### src/rtl/ttt_pkg.sv
// Shared types, constants and board helpers for the tic-tac-toe engine.
// Squares are numbered 0..8 row-major; bit i of a board is square i.
package ttt_pkg;

  typedef enum logic [2:0] {
    WAIT_HUMAN,
    CHECK_X,
    CPU_MOVE,
    CHECK_O,
    GAME_OVER
  } state_e;

  localparam logic [1:0] ST_PLAYING = 2'b00;
  localparam logic [1:0] ST_X_WON   = 2'b01;
  localparam logic [1:0] ST_O_WON   = 2'b10;
  localparam logic [1:0] ST_DRAW    = 2'b11;

  localparam logic [8:0] FULL_BOARD = 9'h1FF;
  localparam logic [8:0] CENTER     = 9'h010;
  localparam logic [8:0] CORNERS    = 9'h145;
  localparam logic [8:0] SIDES      = 9'h0AA;

  // Index 0..2 rows, 3..5 columns, 6..7 diagonals.
  localparam logic [7:0][8:0] WIN_LINES = {
    9'h054, 9'h111,
    9'h124, 9'h092, 9'h049,
    9'h1C0, 9'h038, 9'h007
  };

  function automatic logic three_in_line(input logic [8:0] board);
    logic found;
    found = 1'b0;
    for (int l = 0; l < 8; l++) begin
      if ((board & WIN_LINES[l]) == WIN_LINES[l]) found = 1'b1;
    end
    return found;
  endfunction

  // Returns 0 for an empty mask; callers only use it on non-empty masks.
  function automatic logic [3:0] lowest_bit(input logic [8:0] mask);
    logic [3:0] idx;
    idx = 4'd0;
    for (int i = 8; i >= 0; i--) begin
      if (mask[i]) idx = 4'(i);
    end
    return idx;
  endfunction

endpackage

### src/rtl/ttt_cpu_player_if.sv
// Human-move handshake between the user-input front end (master) and the engine (slave).
interface ttt_cpu_player_if;
  logic       mv_valid;
  logic [3:0] mv_pos;
  logic       mv_ready;
  logic       mv_err;

  modport master (output mv_valid, output mv_pos, input mv_ready, input mv_err);
  modport slave  (input mv_valid, input mv_pos, output mv_ready, output mv_err);
endinterface

### src/rtl/ttt_cpu_player_two_in_array.sv
// Two-in-a-row detector: marks every empty square that would complete a
// line already holding two of the pieces in a_i. Squares held by either
// side are never reported.
module TwoInArray
  import ttt_pkg::*;
(
  input  logic [8:0] a_i,
  input  logic [8:0] b_i,
  output logic [8:0] hit_o
);

  // Scan all eight lines and collect the third square of each open pair.
  always_comb begin
    hit_o = '0;
    for (int l = 0; l < 8; l++) begin
      if ($countones(a_i & WIN_LINES[l]) == 2) begin
        hit_o = hit_o | (WIN_LINES[l] & ~a_i & ~b_i);
      end
    end
  end

endmodule

### src/rtl/ttt_cpu_player.sv
// Tic-tac-toe engine: owns both boards, takes X moves from the front end,
// answers with an O move (win, block, centre, corner, side) and tracks the
// game result.
module ttt_cpu_player
  import ttt_pkg::*;
#(
  parameter bit CPU_FIRST = 1'b0
) (
  input  logic                clk,
  input  logic                rst_n,
  input  logic                new_game,
  ttt_cpu_player_if.slave     mv,
  output logic [8:0]          xs,
  output logic [8:0]          os,
  output logic                cpu_valid,
  output logic [3:0]          cpu_pos,
  output logic [1:0]          status
);

  state_e     state_q, state_d;
  logic [8:0] xs_q, xs_d;
  logic [8:0] os_q, os_d;
  logic [1:0] status_q, status_d;
  logic [3:0] cpuPos_q, cpuPos_d;
  logic       cpuValid_q, cpuValid_d;
  logic       mvErr_q, mvErr_d;
  logic       startPending_q;

  logic [8:0]  occupied;
  logic [8:0]  winMask;
  logic [8:0]  blockMask;
  logic [3:0]  pickPos;
  logic [8:0]  pickOneHot;
  logic [15:0] humanOneHot;
  logic        humanIllegal;

  assign occupied     = xs_q | os_q;
  assign humanOneHot  = 16'(1) << mv.mv_pos;
  assign humanIllegal = (mv.mv_pos > 4'd8) || ((humanOneHot[8:0] & occupied) != 9'h000);
  assign pickOneHot   = 9'(1) << pickPos;

  TwoInArray u_win (
    .a_i   (os_q),
    .b_i   (xs_q),
    .hit_o (winMask)
  );

  TwoInArray u_block (
    .a_i   (xs_q),
    .b_i   (os_q),
    .hit_o (blockMask)
  );

  // Computer move choice: first non-empty preference mask, lowest square within it.
  always_comb begin
    pickPos = 4'd0;
    if (winMask != 9'h000) begin
      pickPos = lowest_bit(winMask);
    end else if (blockMask != 9'h000) begin
      pickPos = lowest_bit(blockMask);
    end else if ((CENTER & ~occupied) != 9'h000) begin
      pickPos = 4'd4;
    end else if ((CORNERS & ~occupied) != 9'h000) begin
      pickPos = lowest_bit(CORNERS & ~occupied);
    end else begin
      pickPos = lowest_bit(SIDES & ~occupied);
    end
  end

  // Game flow; a restart (explicit or the first edge out of reset) overrides every state.
  always_comb begin
    state_d    = state_q;
    xs_d       = xs_q;
    os_d       = os_q;
    status_d   = status_q;
    cpuPos_d   = cpuPos_q;
    cpuValid_d = 1'b0;
    mvErr_d    = 1'b0;
    if (new_game || startPending_q) begin
      xs_d     = '0;
      os_d     = '0;
      status_d = ST_PLAYING;
      state_d  = CPU_FIRST ? CPU_MOVE : WAIT_HUMAN;
    end else begin
      case (state_q)
        WAIT_HUMAN: begin
          if (mv.mv_valid) begin
            if (humanIllegal) begin
              mvErr_d = 1'b1;
            end else begin
              xs_d    = xs_q | humanOneHot[8:0];
              state_d = CHECK_X;
            end
          end
        end
        CHECK_X: begin
          if (three_in_line(xs_q)) begin
            status_d = ST_X_WON;
            state_d  = GAME_OVER;
          end else if (occupied == FULL_BOARD) begin
            status_d = ST_DRAW;
            state_d  = GAME_OVER;
          end else begin
            state_d = CPU_MOVE;
          end
        end
        CPU_MOVE: begin
          os_d       = os_q | pickOneHot;
          cpuPos_d   = pickPos;
          cpuValid_d = 1'b1;
          state_d    = CHECK_O;
        end
        CHECK_O: begin
          if (three_in_line(os_q)) begin
            status_d = ST_O_WON;
            state_d  = GAME_OVER;
          end else if (occupied == FULL_BOARD) begin
            status_d = ST_DRAW;
            state_d  = GAME_OVER;
          end else begin
            state_d = WAIT_HUMAN;
          end
        end
        GAME_OVER: begin
          state_d = GAME_OVER;
        end
        default: begin
          state_d = GAME_OVER;
        end
      endcase
    end
  end

  // State and board registers; reset parks in GAME_OVER with a restart pending.
  always_ff @(posedge clk or negedge rst_n) begin
    if (!rst_n) begin
      state_q        <= GAME_OVER;
      xs_q           <= '0;
      os_q           <= '0;
      status_q       <= ST_PLAYING;
      cpuPos_q       <= '0;
      cpuValid_q     <= 1'b0;
      mvErr_q        <= 1'b0;
      startPending_q <= 1'b1;
    end else begin
      state_q        <= state_d;
      xs_q           <= xs_d;
      os_q           <= os_d;
      status_q       <= status_d;
      cpuPos_q       <= cpuPos_d;
      cpuValid_q     <= cpuValid_d;
      mvErr_q        <= mvErr_d;
      startPending_q <= 1'b0;
    end
  end

  assign mv.mv_ready = (state_q == WAIT_HUMAN) && !startPending_q;
  assign mv.mv_err   = mvErr_q;
  assign xs          = xs_q;
  assign os          = os_q;
  assign cpu_valid   = cpuValid_q;
  assign cpu_pos     = cpuPos_q;
  assign status      = status_q;

endmodule

### src/flat_wrapper.sv
// flat-port wrapper written by rule: the top's interface ports become plain ports
module ttt_cpu_player_flat import ttt_pkg::*;
#(
  parameter bit CPU_FIRST = 1'b0
)
  (clk, rst_n, new_game, xs, os, cpu_valid, cpu_pos, status, mv_mv_valid, mv_mv_pos, mv_mv_ready, mv_mv_err);
  ttt_cpu_player_if mv_i ();
  input  logic clk;
  input  logic rst_n;
  input  logic new_game;
  output logic [8:0] xs;
  output logic [8:0] os;
  output logic cpu_valid;
  output logic [3:0] cpu_pos;
  output logic [1:0] status;
  input wire logic [$bits(mv_i.mv_valid)-1:0] mv_mv_valid;
  input wire logic [$bits(mv_i.mv_pos)-1:0] mv_mv_pos;
  output wire logic [$bits(mv_i.mv_ready)-1:0] mv_mv_ready;
  output wire logic [$bits(mv_i.mv_err)-1:0] mv_mv_err;
  assign mv_i.mv_valid = mv_mv_valid;
  assign mv_i.mv_pos = mv_mv_pos;
  assign mv_mv_ready = mv_i.mv_ready;
  assign mv_mv_err = mv_i.mv_err;
  ttt_cpu_player #(.CPU_FIRST(CPU_FIRST)) u_core (.clk(clk), .rst_n(rst_n), .new_game(new_game), .mv(mv_i), .xs(xs), .os(os), .cpu_valid(cpu_valid), .cpu_pos(cpu_pos), .status(status));
endmodule
### config.mk
export PLATFORM = sky130hd
export DESIGN_NAME = ttt_cpu_player_flat
export DESIGN_NICKNAME = d
export VERILOG_FILES = /design/src/rtl/ttt_pkg.sv /design/src/rtl/ttt_cpu_player_if.sv /design/src/rtl/ttt_cpu_player_two_in_array.sv /design/src/rtl/ttt_cpu_player.sv /design/src/flat_wrapper.sv
export SDC_FILE = /design/constraint.sdc
export NUM_CORES = 1
export LEC_CHECK = 0
export ABC_AREA = 1
export CAP_MARGIN = 20
export CORE_AREA = 2 2 74 76
export CTS_CLUSTER_DIAMETER = 150
export CTS_CLUSTER_SIZE = 40
export DETAILED_ROUTE_END_ITERATION = 7
export DIE_AREA = 0 0 76 78
export GPL_ROUTABILITY_DRIVEN = 0
export HOLD_SLACK_MARGIN = 0.02
export PLACE_DENSITY = 0.77
export SLEW_MARGIN = 10
export SYNTH_ARGS = -nofsm -noshare
export SYNTH_HDL_FRONTEND = slang
export SYNTH_SLANG_ARGS = --single-unit
### constraint.sdc
create_clock -name clk -period 5.55 [get_ports clk]
set_input_delay 1.11 -clock clk [delete_from_list [all_inputs] [get_ports clk]]
set_output_delay 1.11 -clock clk [all_outputs]
set_load 0.01 [all_outputs]
### Yosys cells after proc, flatten, opt, wreduce, memory -nomap -nowiden

Cells that the tools add are included.

* bits in registers: 30
* bits of input ports: 8
* output and inout bits: 27
* word-level logic and storage cells: 227

* add/sub/neg operators: 32
* $lt $le $gt $ge: 1
* equal/unequal tests: 39
* shifts and indexed selects: 2
* multiplexer cells: 91
* bitwise operators: 38
* reduce and logical (&&, ||, !) cells: 16

Operators by type and width (count)
* $mux 9: 22
* $or 9x9->9: 17
* $mux 4: 26
* $add 1x32->32: 2
* $eq 32x3->1 const B: 2
* $and 9x9->9: 7
* $eq 3x2->1 const B: 16
* $eq 3x3->1 const B: 16
* $and 7x9->9: 4
* $reduce_bool 9->1: 4
* $mux 3: 11
* $add 1x1->2: 16
* $add 2x1->3: 10
* $not 9->9: 3
* $mux 1: 26
* $and 3x9->9: 2
* $and 6x9->9: 2
* $and 8x9->9: 2
* $shl 1x4->9 const A: 2
* $add 1x2->3: 4
* $pmux 3 s4: 1
* $eq 9x9->1 const B: 1
* $mux 2: 4
* $reduce_bool 2->1: 3
* 14 further kinds: 16

### Depth between registers and ports, before layout

Gate-level depths: netlist (run 1).

* word-level depth: 33
* depth in mapped cells: 18

### Hierarchy

Synthesis (run 1) repeated with hierarchy kept, for this count alone.

* cell total of the unflattened synthesis: 473
* area total of the unflattened synthesis: 3000.4 um^2

By module, submodules not included
* ttt_cpu_player: times used 1, cells an instance 342, area an instance 2139.6 um^2
* TwoInArray (u_core.u_block): times used 1, cells an instance 66, area an instance 430.4 um^2
* TwoInArray (u_core.u_win): times used 1, cells an instance 65, area an instance 430.4 um^2

### Worst setup path after synthesis (run 1)

No wires, ideal clock.

* path kind: flip-flop to flip-flop
* start: reg u_core.os_q[4], in the netlist u_core.os[4]
* end: reg u_core.cpuPos_q[0], in the netlist u_core.cpu_pos[0]
* library setup time: 127 ps
* data arrival time: 2173 ps
* required time: 5423 ps
* path slack: 3250 ps
* stages on the path, launching flop included: 15
* buffers on the path: 0
* cell sequence: dfrtp_1 inv_1 fa_1 nand2_1 nand4_1 nand2_1 nand2_1 nor2_2 nand2_2 nor2_4 nand2_1 inv_2 nand2_4 nand2_4 o21ai_1

* longest elaborated chain between the ends: 25
* elaborated cells between the ends (all ways): 74
* those cells by class: 8 x add/sub; 4 x eq/ne; 31 x mux; 29 x bitwise; 2 x reduce/logical

Ends and longest elaborated chain
* start: declaration: RTL line ttt_cpu_player.sv:22 `logic [8:0] os_q, os_d;`
* start signal: assignment: RTL line ttt_cpu_player.sv:148 `os_q <= os_d;`
* $add 1x1->2 (implied by the code): RTL line ttt_cpu_player_two_in_array.sv:16 `if ($countones(a_i & WIN_LINES[l]) == 2) begin`
* $add 1x2->3 (implied by the code): RTL line ttt_cpu_player_two_in_array.sv:16
* $eq 3x2->1: RTL line ttt_cpu_player_two_in_array.sv:16
* $mux 9: RTL line ttt_cpu_player_two_in_array.sv:16
* $or 9x9->9: RTL line ttt_cpu_player_two_in_array.sv:17 `hit_o = hit_o | (WIN_LINES[l] & ~a_i & ~b_i);`
* $mux 9: RTL line ttt_cpu_player_two_in_array.sv:16
* $or 9x9->9: RTL line ttt_cpu_player_two_in_array.sv:17
* $mux 9: RTL line ttt_cpu_player_two_in_array.sv:16
* [... 2 more ...]
* $or 9x9->9: RTL line ttt_cpu_player_two_in_array.sv:17
* $mux 9: RTL line ttt_cpu_player_two_in_array.sv:16
* $or 9x9->9: RTL line ttt_cpu_player_two_in_array.sv:17
* $mux 9: RTL line ttt_cpu_player_two_in_array.sv:16
* $or 9x9->9: RTL line ttt_cpu_player_two_in_array.sv:17
* $mux 9: RTL line ttt_cpu_player_two_in_array.sv:16
* $mux 4 (8 in series): RTL line ttt_pkg.sv:44 `if (mask[i]) idx = 4'(i);`
* $mux 4 *: RTL line ttt_cpu_player.sv:57 `if (winMask != 9'h000) begin`
* end signal: assignment: RTL line ttt_cpu_player.sv:150 `cpuPos_q <= cpuPos_d;`
* end: declaration: RTL line ttt_cpu_player.sv:24 `logic [3:0] cpuPos_q, cpuPos_d;`

Mark *: on every way between the ends. The rest lies on a longest branch, timed or not.
A chain may end at the register's enable or synchronous reset.

### Final worst setup path (run 1)

* start: in new_game
* end: reg u_core.os_q[7], in the netlist u_core.os[7]

* longest elaborated chain between the ends: 2
* elaborated cells between the ends (all ways): 3
* those cells by class: 1 x mux; 2 x reduce/logical

Ends and longest elaborated chain
* start: declaration: RTL line flat_wrapper.sv:10 `input logic new_game;`
* $logic_or 1x1->1 *: RTL line ttt_cpu_player.sv:79 `if (new_game || startPending_q) begin`
* $mux 9 / $reduce_bool 2->1 (equally long branches)

Marked as above.

==> impl_results.md, run 1 <==
- Status: complete, no violations
- Ys async rst share: 100.0%
- Net Switching: around 0.11 mW
- Peak supply drop: around 220 uV
- Yosys top cell area share: 25.69%
- Critical path depth: 8
- Rel. slew slack: a little over two fifths
- Post-synth top flop: dfrtp_1
- Simple-gate portion of the synthesized area: 37.57%
- FMAX: 0.3404 GHz
- Adder-cell share of the synthesized area: 16.33%
- Ranking of synthesized cells by area: dfrtp_1, nand2_1, fa_1, inv_1, nand3_1
- Crit start category: primary input
- Delay of the slowest critical-path stage: approximately 0.66 ns
- PostCTS Resize Cnt: 0
- Min-Delay Path Class: reg -> reg
- Worst Path Arrival: 3.15 ns
- Layout cells sized above 1: 11.85%
- Crit Path Category: in -> reg
- Min Tclk post-route: just under 3 ns
- Post-synth EDFFs: 0
- Hold WS: 0.4998 ns
- Rows: 26
- Switching portion of total power: 22.83%
- Compound-gate portion of the synthesized area: 8.853%
- Sequential Power Share: a little under half
- Vias in the first global route: 2530
- Vias post-DR: between 2000 and 3000
- Post-CTS Hold Buffers: 0
- Leak pwr: 1.728 nW
- GRT overflow: 0
- Synthesized Nets: 432
- Clock Sinks: 30
- Inserted Diodes: 0
- Slowest cell on the critical path: nor2_1
- CTS Root Cell: clkbuf_8
- Setup Fix Bufs, Post-CTS: 0
- Post-Syn Instances: 398
- Synthesized cell area: roughly 2700 um2
- Worst-path maximum fanout: 14
- Initial antenna violation count: 0
- Number of port buffers: 34
- Layout Nets: about 470
- Post-Synth XOR/XNOR Area: 0%
- Main combinational cell family by area after synthesis: simple AND/OR/NAND/NOR gates
- Yosys reg bits: 30
- Worst-margin pin slew: 0.8487 ns
- Reg-to-Reg End: u_core.os[4]
- P_int: 0.3717 mW
- Iteration count of the initial detailed-routing pass: 4
- Worst path required time: about 5.8 ns
- Comb pwr share: 8.7%
- Synth unique cells: 32
- Register area share after synthesis: 27.61%
- Routed WL per cell: approximately 13 um
- CP Capture Point: u_core.os[7]
- Skew final: 0.006712 ns
- Cell family with most CP delay: simple AND/OR/NAND/NOR gates
- Flop-to-flop setup slack: 2.89 ns
- Area grow syn2layout: 19.68%
- Power per cell area: 147.6 nW/um2
- Top-Level Pins: 35
- DPL Wire Length: around 5500 um
- Yosys warnings: 0
- RSZ-0062 raised after global routing: false
- Width of the die: between 70 and 80 um
- GRT Total Usage: 24.10%
- Final ANT Viol Nets: 0
- Total wire length: 6864 um
- Most common cell after layout, fill and taps aside: nand2_1
- Core area: 5042 um2
- Initial DRC count: between 150 and 200
- Starting Density: 54.09%
- Clock Pin Slew Worst Setup and Hold Paths: approximately 0.07 ns
- Crit path buf inv count: 2
- Total CTS buffers: 5
- Clock Power Share: 44.5%
- First-pass GRT wire length: 11520 um
- Crit. Startpoint: new_game
- Clock Latency Late Sink: 0.28 ns
- Final Max Tran Viols: 0
- Maxcap violations: 0
- Crit. End Element: flip-flop
- DRC Markers: 0
- Die footprint: slightly below 6000 um2
- H-tree depth: 2
- Synth area leader: dfrtp_1
- Launch point of the worst reg-to-reg path: u_core.os[4]
- Chip height: approximately 80 um
- Tcrit/Tclk final: around 53%
- Post-DR vias/cell: 5.198
- Setup TNS: 0 ns
- Crit path cell chain: clkdlybuf4s50_1 -> nor2_1 -> nand2_1 -> nor2_1 -> inv_1 -> nor2_2 -> nand4_1 -> nand2_1
- Largest net degree at the start of global routing: 31
- Hold Fails Final Rpt: 0
- Clock Path Buffers: 2
- Setup violations, final: 0
- Post-synthesis mux area share: 0%
- R2R depth: 14
- Commonest non-fill, non-tap cells in the layout: nand2_1, inv_1, clkdlybuf4s50_1, nand3_1, dfrtp_1
- Syn avg cell area: 6.853 um2
- CTS tree: done
[layer usage]
metal | wire length (um) | vias up | share of wire [%] | track usage [%]
met5 | 0 | - | 0 | 0
met4 | 53 | 0 | 0.77 | 4.909
met3 | 396 | 5 | 5.8 | 3.256
met2 | 3216 | 68 | 47 | 41.07
met1 | 3197 | 1250 | 47 | 33.21
li1 | - | 1323 | - | -
[worst register-to-register path, stage by stage, from the launching register on]
cell,delay (ns)
dfrtp_1,0.64
inv_1,0.18
fa_1,0.47
nand2_1,0.14
nand4_1,0.11
nand2_1,0.10
nand2_1,0.07
nor2_2,0.13
nand2_2,0.12
nor2_4,0.14
inv_2,0.06
nand2_1,0.05
nand2_1,0.16
nand3_1,0.14
nand2_1,0.05
[cell families after synthesis]
kind of cell / after synthesis
simple gates: 232
compound gates: 40
flops: 30
buf+inv: 69
other cells: 1
fa+ha+maj: 26
[registers in the layout, summed over array words and instances, names as in the netlist]
signal,count
u_core.os,9
u_core.status,2
u_core.mv.mv_err,1
u_core.xs,9
u_core.cpu_pos,4
u_core.startPending_q,1
u_core.state_q,3
u_core.cpu_valid,1
[stage by stage]
step | worst slack, ns | total power, mW | utilization, % | cells | area (um2)
2_1_floorplan | 3.250 | 0.2488 | - | 398 | 2728
3_3_place_gp | 2.464 | 0.2709 | 62.58 | 501 | 3156
3_5_place_dp | 2.377 | 0.2715 | 62.58 | 501 | 3156
4_1_cts | 2.647 | 0.4870 | 64.74 | 509 | 3264
5_1_grt | 2.424 | 0.5026 | 64.74 | 509 | 3264
6_report | 2.612 | 0.4817 | 64.74 | 509 | 3264
[area by class of cell]
cell class                 instances  area [um2]
fill                             457        1778
multi-input combinational        299        1715
sequential                        30       753.2
timing repair buffer              35       347.8
inverter                          67       251.5
tap                               70       87.58
clock buffer                       5       68.82
clock inverter                     3       40.04
[synthesized netlist by cell type (all sizes together) (2+ instances only)]
cell / count
nand2: 148
inv: 67
nor2: 39
nand3: 32
dfrtp: 28
fa: 16
a21oi: 14
o21ai: 12
ha: 10
nand4: 9
o22ai: 5
nor3: 3
clkbuf: 2
dfstp: 2
o21bai: 2
[worst min path at each step]
stage | to | cells after the start | slack [ns] | from
global route | u_core.cpu_pos[1] | 2 | 0.53 | u_core.cpu_pos[1]
CTS | u_core.cpu_pos[2] | 2 | 0.50 | u_core.cpu_pos[2]
global placement | u_core.cpu_pos[3] | 2 | 0.48 | u_core.cpu_pos[3]
finish | u_core.cpu_pos[2] | 2 | 0.50 | u_core.cpu_pos[2]
detailed placement | u_core.cpu_pos[2] | 2 | 0.47 | u_core.cpu_pos[2]
floorplan | u_core.cpu_pos[3] | 2 | 0.52 | u_core.cpu_pos[3]
[power groups by stage]
stage | Combinational [mW] | Clock [mW] | Sequential (mW)
floorplan | 0.0181 | 0 | 0.231
global placement | 0.0415 | 0 | 0.229
detailed placement | 0.0421 | 0 | 0.229
CTS | 0.0424 | 0.219 | 0.225
global route | 0.0465 | 0.230 | 0.226
finish | 0.0419 | 0.214 | 0.225
Power figures use the tool's default switching activity.
==> run 2: changes to the inputs <==
--- a/config.mk
+++ b/config.mk
@@ -7,14 +7,14 @@
 export LEC_CHECK = 0
 export ABC_AREA = 1
 export CAP_MARGIN = 20
-export CORE_AREA = 2 2 74 76
+export CORE_AREA = 2 2 77 79
 export CTS_CLUSTER_DIAMETER = 150
 export CTS_CLUSTER_SIZE = 40
 export DETAILED_ROUTE_END_ITERATION = 7
-export DIE_AREA = 0 0 76 78
+export DIE_AREA = 0 0 79 81
 export GPL_ROUTABILITY_DRIVEN = 0
 export HOLD_SLACK_MARGIN = 0.02
-export PLACE_DENSITY = 0.77
+export PLACE_DENSITY = 0.75
 export SLEW_MARGIN = 10
 export SYNTH_ARGS = -nofsm -noshare
 export SYNTH_HDL_FRONTEND = slang
==> constraint.sdc (replaced) <==
create_clock -name clk -period 2.5 [get_ports clk]
set_input_delay 0.5 -clock clk [delete_from_list [all_inputs] [get_ports clk]]
set_output_delay 0.5 -clock clk [all_outputs]
set_load 0.01 [all_outputs]
==> impl_results.md, run 2 (synthesized netlist as in run 1, its figures left out) <==
- Worst Path Arrival: 2.59 ns (-0.56 ns)
- Largest net degree at the start of global routing: 31 (unchanged)
- Final std cells w/o fill: 533 (+4.7%)
- H-tree depth: 2 (unchanged)
- Vias post-DR: 2840 (+7.3%)
- FMAX: 0.4126 GHz
- Area grow syn2layout: 33.21%
- Inserted Diodes: 0 (unchanged)
- Worst path required time: 2.67 ns (-3.10 ns)
- Clock Pin Slew Worst Setup and Hold Paths: 0.06 ns (about the same)
- GRT Total Usage: 24.85% (+0.75 points)
- Final Max Tran Viols: 0 (unchanged)
- Iteration count of the initial detailed-routing pass: 6 (+2)
- Delay of the slowest critical-path stage: 0.52 ns (-0.14 ns)
- Fillers: 509 (+11%)
- Layout Nets: 491 (+4.0%)
- DPL Wire Length: 5790 um (+4.8%)
- Crit path cell chain: buf_4 -> fa_1 -> inv_1 -> nand2_2 -> nand3_2 -> nor2_1 -> nor2_2 -> nor2_4 -> nand2_1 -> nand2_1 -> nand2_1 -> nand2_2 -> nor2_4 -> nand4_1 -> nand2_1
- Initial DRC count: 205 (+18%)
- Clock Path Buffers: 2 (unchanged)
- Crit start category: flip-flop
- Min-Delay Path Class: reg -> reg
- Number of port buffers: 34 (unchanged)
- Slowest cell on the critical path: fa_1
- Maxcap violations: 0 (unchanged)
- Worst-path maximum fanout: 7 (-7)
- Most common cell after layout, fill and taps aside: nand2_1
- DP Cell Count: 518 (+3.4%)
- Clock Sinks: 30 (unchanged)
- Routed WL per cell: 14.39 um (+6.7%)
- Leak pwr: 1.847 nW (+6.9%)
- GRT overflow: 0 (unchanged)
- Register area: 764.5 um2 (+1.5%)
- Commonest non-fill, non-tap cells in the layout: nand2_1, inv_1, clkdlybuf4s50_1, nand2_2
- Top-Level Pins: 35 (unchanged)
- Post-DR vias/cell: 5.328 (+2.5%)
- Chip height: 81 um (+3.8%)
- Power per cell area: 288.5 nW/um2 (+96%)
- Vias in the first global route: 2653 (+4.9%)
- Final ANT Viol Nets: 0 (unchanged)
- Layout cells sized above 1: 26.86% (+15 points)
- Crit Path Category: reg -> reg
- Skew final: 0.002127 ns (-0.004585 ns)
- Min Tclk post-route: 2.424 ns
- Core area: 5675 um2 (+13%)
- Total CTS buffers: 5 (unchanged)
- Status: complete, no violations
- Clock Latency Late Sink: 0.27 ns (about the same)
- Tcrit/Tclk final: 96.95%
- Starting Density: 48.06% (-6.0 points)
- DRC Markers: 0 (unchanged)
- Crit. End Element: flip-flop
- Initial antenna violation count: 0 (unchanged)
- Rows: 28 (+7.7%)
- Die footprint: 6399 um2 (+7.9%)
- Hold Fails Final Rpt: 0 (unchanged)
- Width of the die: 79 um (+3.9%)
- CTS Root Cell: clkbuf_8
- Total wire length: 7670 um (+12%)
- Setup violations, final: 0 (unchanged)
- Peak supply drop: 401.6 uV (+79%)
- Post-CTS Hold Buffers: 0 (unchanged)
- Pwr Total: 1.048 mW (+120%)
- First-pass GRT wire length: 12430 um (+8.0%)
- CTS tree: done
- Multi-input combinational cell area: 1917 um2 (+12%)
- Crit path top cell by count: nand2_1
==> run 2: final cells by class <==
class	count	share of cell area, %
clock buffer	8	3.030
timing repair buffer	54	13.60
tap	75	2.583
sequential	30	21.04
inverter	67	6.990
multi-input combinational	299	52.75
==> run 2: stage by stage <==
| step | TNS [ns] | setup slack (ns) | hold slack [ns] | util (%) | cell area (um2) |
|---|---|---|---|---|---|
| after global placement | -0.07150 | -0.02879 | 0.4737 | 57.30 | 3252 |
| after floorplan | 0 | 0.2002 | 0.2044 | - | 2728 |
| after CTS | 0 | 0.01700 | 0.5022 | 59.28 | 3364 |
| final | 0 | 0.07637 | 0.4861 | 64.02 | 3633 |
| after detailed placement | -0.4859 | -0.06790 | 0.4832 | 57.30 | 3252 |
| after global routing | -0.5129 | -0.08834 | 0.5241 | 64.02 | 3633 |
==> run 2: report_power, final <==
part | switching (mW) | leakage (nW) | internal [mW]
sequential | 0.00580 | 0.395 | 0.495
clock | 0.171 | 0.0575 | 0.278
combinational | 0.0578 | 1.39 | 0.0406
total | 0.235 | 1.85 | 0.813
==> run 2: critical path: cells and delay by family (launching register included) <==
kind / cells / cell delay (ns)
buffers and inverters: 2 / 0.23
DFF: 1 / 0.48
and+or+nand+nor: 12 / 1.08
adders and majority gates: 1 / 0.52
==> run 2: path summary, 6_finish.rpt <==
kind | startpoint | end | slack [ns] | cells after the start
hold reg to reg | u_core.cpu_pos[0] | u_core.cpu_pos[0] | 0.49 | 2
max in group asynchronous | rst_n | u_core.state_q[2] | 1.59 | 2
setup / recovery | u_core.xs[4] | u_core.os[7] | 0.08 | 15
setup reg to reg | u_core.xs[4] | u_core.os[7] | 0.08 | 15
min in group asynchronous | rst_n | u_core.xs[7] | 0.60 | 2
hold / removal | u_core.cpu_pos[0] | u_core.cpu_pos[0] | 0.49 | 2
==> run 2: per-layer routing <==
metal / track usage (%) / up-vias / share of wire [%]
met2: 38.14 / 104 / 48
met3: 4.000 / 19 / 4.6
met5: 0 / - / 0
li1: - / 1364 / -
met4: 13.10 / 0 / 3.3
met1: 34.00 / 1353 / 44
==> run 2: repair_timing <==
action	4_1_cts	5_1_grt
gates cloned	0	0
buffers inserted	0	7
setup endpoints to repair	10	10
pin swaps	0	18
gates resized for setup	2	62
==> RTL change 1: new RTL, flow settings as in run 2 <==
Put one more register stage on the output `status`. The value now appears one clock later. The other outputs are not delayed to match.
--- a/src/rtl/ttt_cpu_player.sv
+++ b/src/rtl/ttt_cpu_player.sv
@@ -160,7 +160,9 @@
   assign os          = os_q;
   assign cpu_valid   = cpuValid_q;
   assign cpu_pos     = cpuPos_q;
-  assign status      = status_q;
+  always_ff @(posedge clk) begin
+    status <= status_q;
+  end
 
 endmodule
 
Behaviour: same outputs for any inputs over 4 cycles, from zero or initial values and one cycle with rst_n low; that may be too few to reach the edited logic, so the function may still have changed.
==> RTL change 1 against run 2 <==
  * The run now ends with setup timing left
  * Clock skew rose by 9.1 ps
  * Sequential cell count rose by 2
  * Total power fell by 2.9%
  * Setup slack got worse by 86 ps
  * Hold slack got worse by 88 ps
  * Routed wire length rose by 0.83%
  * Die area did not move
  * Design area rose by 2.4%
  * Synthesized area rose by 4.1%
  * Critical endpoint is now u_core.os[0]
==> RTL change 1: results (changes against run 2) <==
STA
  – PnR worst setup slack: -9.842 ps (was 76.37 ps)
  – Final setup violation count: 1 (was 0)
  – Clock skew: 11.27 ps (was 2.127 ps)
  – Setup TNS: -9.842 ps (was 0 ps)
  – Hold slack: 398.3 ps (was 486.1 ps)

Pwr
  – Worst vdd ir: 471.0 µV (was 401.6 µV)
  – Leakage: 0.001920 µW (was 0.001847 µW)

Worst hold path
  – Hold path endpoint: u_core.status[0] (was u_core.cpu_pos[0])
  – Min-delay src: u_core.status_q[0] (was u_core.cpu_pos[0])
  – Hold path depth: 0 (was 2)

Critical path
  – Worst reg2reg path startpoint: u_core.os[8] (was u_core.xs[4])
  – Worst Reg-to-Reg Cells: 14 (was 15)
  – CP arrival: 2730 ps (was 2590 ps)
  – R2r endpoint: u_core.os[0] (was u_core.os[7])

Clocking
  – Skew-Pair Late Insertion Delay: 290 ps (was 270 ps)

Placed design
  – Placed instance area: 3413 µm² (was 3252 µm²)
  – Hpwl dp: 5953 µm (was 5790 µm)
  – Setup WS pre-CTS: -30.26 ps (was -67.90 ps)

Yosys
  – Post-synthesis sequential area ratio: 0.2793 (was 0.2761)
  – Synth top cells by count: 121 x nand2_1, 45 x inv_1, 28 x dfrtp_1, 28 x nand3_1, 23 x inv_2 (was 141 x nand2_1, 50 x inv_1, 32 x nand3_1)
  – Ranking of synthesized cells by area: dfrtp_1 25%, nand2_1 16%, fa_1 11% (was dfrtp_1 26%, nand2_1 19%, fa_1 12%)
  – Mapped Avg Cell Area: 7.245 µm² (was 6.853 µm²)
  – Post-Synth Adder-Cell Area: 0.1568 (was 0.1633)
  – Syn nets: 426 (was 432)
  – Yosys cell types: 34 (was 32)

Routing
  – Via/cell ratio: 5.299 (was 5.328)
  – First-iteration detailed-routing DRC count: 234 (was 205)
  – Drt first pass iters: 5 (was 6)

Run status
  – Failing checks: setup timing
  – Status: complete, but fails checks (was complete, no violations)

Final layout
  – Final std cells w/o fill: 535 (was 533)
  – Share of layout cells above drive strength 1: 0.2913 (was 0.2686)
  – Nets@finish: 493 (was 491)

Global routing
  – Met1 Resource Use GR: 0.3428 (was 0.3400)
  – Vias in the first global route: 2691 (was 2653)
  – All-Layer GR Usage: 0.2514 (was 0.2485)
  – GR Util met2: 0.4161 (was 0.3814)
## RTL change 1: repair_timing
| action | CTS | global route |
|---|---|---|
| pin swaps | 0 | 27 |
| hold buffers | 0 | 0 |
| endpoints found under the setup margin | 6 | 12 |
| resized for setup | 3 | 43 |
| setup buffers | 0 | 8 |
## RTL change 1: worst max-delay path by stage
| stage | from | end | slack (ps) | cells past startpoint |
|---|---|---|---|---|
| 2_1_floorplan | u_core.os[4] | u_core.os[7] | 140 | 16 |
| 3_3_place_gp | u_core.os[4] | u_core.os[3] | 20 | 16 |
| 3_5_place_dp | u_core.os[4] | u_core.os[3] | -30 | 16 |
| 4_1_cts | u_core.xs[4] | u_core.os[5] | 0.6 | 15 |
| 5_1_grt | u_core.os[8] | u_core.os[7] | -90 | 17 |
| 6_report | u_core.os[8] | u_core.os[0] | -10 | 14 |
## RTL change 1: where the power goes
| group | switching (µW) | total (µW) | internal, µW |
|---|---|---|---|
| Combinational | 59.1 | 102 | 43.1 |
| Clock | 186 | 381 | 195 |
| Sequential | 6.89 | 534 | 527 |
| Total | 252 | 1020 | 765 |
## RTL change 1: routing by layer
| layer | vias to the layer above | part of all wire |
|---|---|---|
| li1 | 1358 | - |
| met1 | 1363 | 0.45 |
| met2 | 94 | 0.49 |
| met3 | 20 | 0.038 |
| met4 | 0 | 0.020 |
| met5 | - | 0 |
## RTL change 1: layout make-up
cell class                 instances  area share
clock inverter                     1    0.001345
sequential                        32      0.2156
tap                               75     0.02523
inverter                          69     0.07400
timing repair buffer              61      0.1480
multi-input combinational        290      0.5153
clock buffer                       7     0.02052
==> RTL change 2: new RTL, config.mk and constraints of run 2 <==
Made on the original files. `CPU_FIRST` is set to 1'b0 in 2 places; all go to 1'b1.
--- a/src/rtl/ttt_cpu_player.sv
+++ b/src/rtl/ttt_cpu_player.sv
@@ -4,7 +4,7 @@
 module ttt_cpu_player
   import ttt_pkg::*;
 #(
-  parameter bit CPU_FIRST = 1'b0
+  parameter bit CPU_FIRST = 1'b1
 ) (
   input  logic                clk,
   input  logic                rst_n,
--- a/src/flat_wrapper.sv
+++ b/src/flat_wrapper.sv
@@ -1,7 +1,7 @@
 // flat-port wrapper written by rule: the top's interface ports become plain ports
 module ttt_cpu_player_flat import ttt_pkg::*;
 #(
-  parameter bit CPU_FIRST = 1'b0
+  parameter bit CPU_FIRST = 1'b1
 )
   (clk, rst_n, new_game, xs, os, cpu_valid, cpu_pos, status, mv_mv_valid, mv_mv_pos, mv_mv_ready, mv_mv_err);
   ttt_cpu_player_if mv_i ();
Formal check against the unedited RTL: not equivalent (Yosys sat finds a counterexample within 4 cycles, from zero or initial values and one cycle with rst_n low).
==> RTL change 2 against run 2 <==
  * Sequential cell count unchanged
  * Design area down 2.8%
  * Synthesized area up 1.4%
  * Setup slack worse by 53 ps
  * Clock skew up 7.2 ps
  * Critical path type unchanged
  * Highest routed layer unchanged
  * First-iteration DRC count down 5.4%
  * Routed wire length down 0.39%
Power is not compared: it rests on default switching activity, and its combinational part moved more than twofold at a synthesized area within 25%.
==> RTL change 2: results (changes against run 2) <==
Global routing
  – Vias in the first global route: 2559 (was 2653)
  – Largest net degree at the start of global routing: 31 (unchanged)
  – First-pass GRT wire length: 12190 µm (was 12430 µm)
  – Initial antenna violation count: 0 (unchanged)
  – All-Layer GR Usage: 0.2448 (was 0.2485)

Critical path
  – Worst Reg-to-Reg Cells: 17 (was 15)
  – Worst reg2reg path startpoint: u_core.os[4] (was u_core.xs[4])
  – Crit path kind: flop to flop (unchanged)
  – Crit path largest cell delay: 490 ps (was 520 ps)
  – R2r endpoint: u_core.os[7] (unchanged)
  – Crit path max-delay family: simple AND/OR/NAND/NOR gates (unchanged)
  – Critical path fanouts, max: 7 (unchanged)
  – Slowest CP cell: fa_1 (unchanged)
  – CP arrival: 2650 ps (was 2590 ps)

Pwr
  – Worst vdd ir: 590.8 µV
  – Leakage: 0.001859 µW
  – Net Sw Frac: 0.2657
  – Clock Power Share: 0.404
  – Logic pwr share: 0.180
  – Total internal power: 919.8 µW

Clocking
  – Skew-Pair Late Insertion Delay: 290 ps (was 270 ps)
  – CTS buffer count: 5 (unchanged)
  – Reg clk slew, reported paths: 70 ps
  – Clk root buf: clkbuf_8 (unchanged)
  – CTS max path bufs: 2 (unchanged)
  – CTS H-tree lvls: 2 (unchanged)

Yosys
  – Ranking of synthesized cells by area: dfrtp_1 25%, nand2_1 16%, fa_1 12% (was dfrtp_1 26%, nand2_1 19%, fa_1 12%)
  – Ys Warns: 0 (unchanged)
  – Synth top cells by count: 120 x nand2_1, 57 x inv_1, 30 x nand3_1 (was 141 x nand2_1, 50 x inv_1, 32 x nand3_1)
  – Syn nets: 424 (was 432)
  – Post-synthesis sequential area ratio: 0.2724 (was 0.2761)
  – Yosys cell types: 35 (was 32)
  – Post-synth top flop: dfrtp_1 (unchanged)
  – Mapped Avg Cell Area: 7.090 µm² (was 6.853 µm²)
  – Post-synth ARST share: 1.000 (unchanged)

Placed design
  – Placed instance area: 3318 µm² (was 3252 µm²)
  – Hpwl dp: 6045 µm (was 5790 µm)
  – I/O Buffers: 34 (unchanged)
  – DP Cell Count: 514 (was 518)
  – Setup WS pre-CTS: -62.54 ps (was -67.90 ps)

Worst hold path
  – Min-delay src: u_core.cpu_pos[2] (was u_core.cpu_pos[0])
  – HP Class: flop to flop (unchanged)
  – Hold path depth: 1 (was 2)
  – Hold path endpoint: u_core.cpu_pos[2] (was u_core.cpu_pos[0])

Routing
  – First-iteration detailed-routing DRC count: 194 (was 205)
  – Wirelength, routed: 7640 µm (was 7670 µm)
  – Drt first pass iters: 5 (was 6)
  – Via/cell ratio: 5.362 (was 5.328)

STA
  – Hold slack: 480.2 ps (was 486.1 ps)
  – PnR worst setup slack: 23.48 ps (was 76.37 ps)
  – Clock skew: 9.354 ps (was 2.127 ps)

Final layout
  – Share of layout cells above drive strength 1: 0.2222 (was 0.2686)
  – Nets@finish: 483 (was 491)
  – ANT cells: 0 (unchanged)
  – Final std cells w/o fill: 525 (was 533)

Run status
  – Status: complete, no violations (unchanged)
==> RTL change 2: per-layer routing <==
metal	GRT usage	wire, µm	vias to the layer above
met2	0.4212	3784	99
met4	0.09483	165	0
met1	0.3201	3323	1360
met3	0.02444	367	14
met5	0	0	-
li1	-	-	1342
==> RTL change 2: cell families after synthesis <==
group | share of synthesized area
flops | 0.2724
compound gates | 0.1041
buf+inv | 0.09638
simple gates | 0.3647
fa+ha+maj | 0.1611
other cells | 0.001356
==> RTL change 2: area by class of cell <==
cell class / instances / area [µm²]
Multi-Input combinational cell: 290 / 1807
Sequential cell: 30 / 764.5
Clock buffer: 7 / 86.33
Tap cell: 75 / 93.84
Fill cell: 507 / 2142
Clock inverter: 1 / 30.03
Timing Repair Buffer: 54 / 494.2
Inverter: 68 / 257.7
==> RTL change 2: repair_timing <==
item,CTS,global route
gates resized for setup,1,29
setup endpoints to repair,10,11
buffers inserted,0,3
pin swaps,0,13
hold buffers,0,0
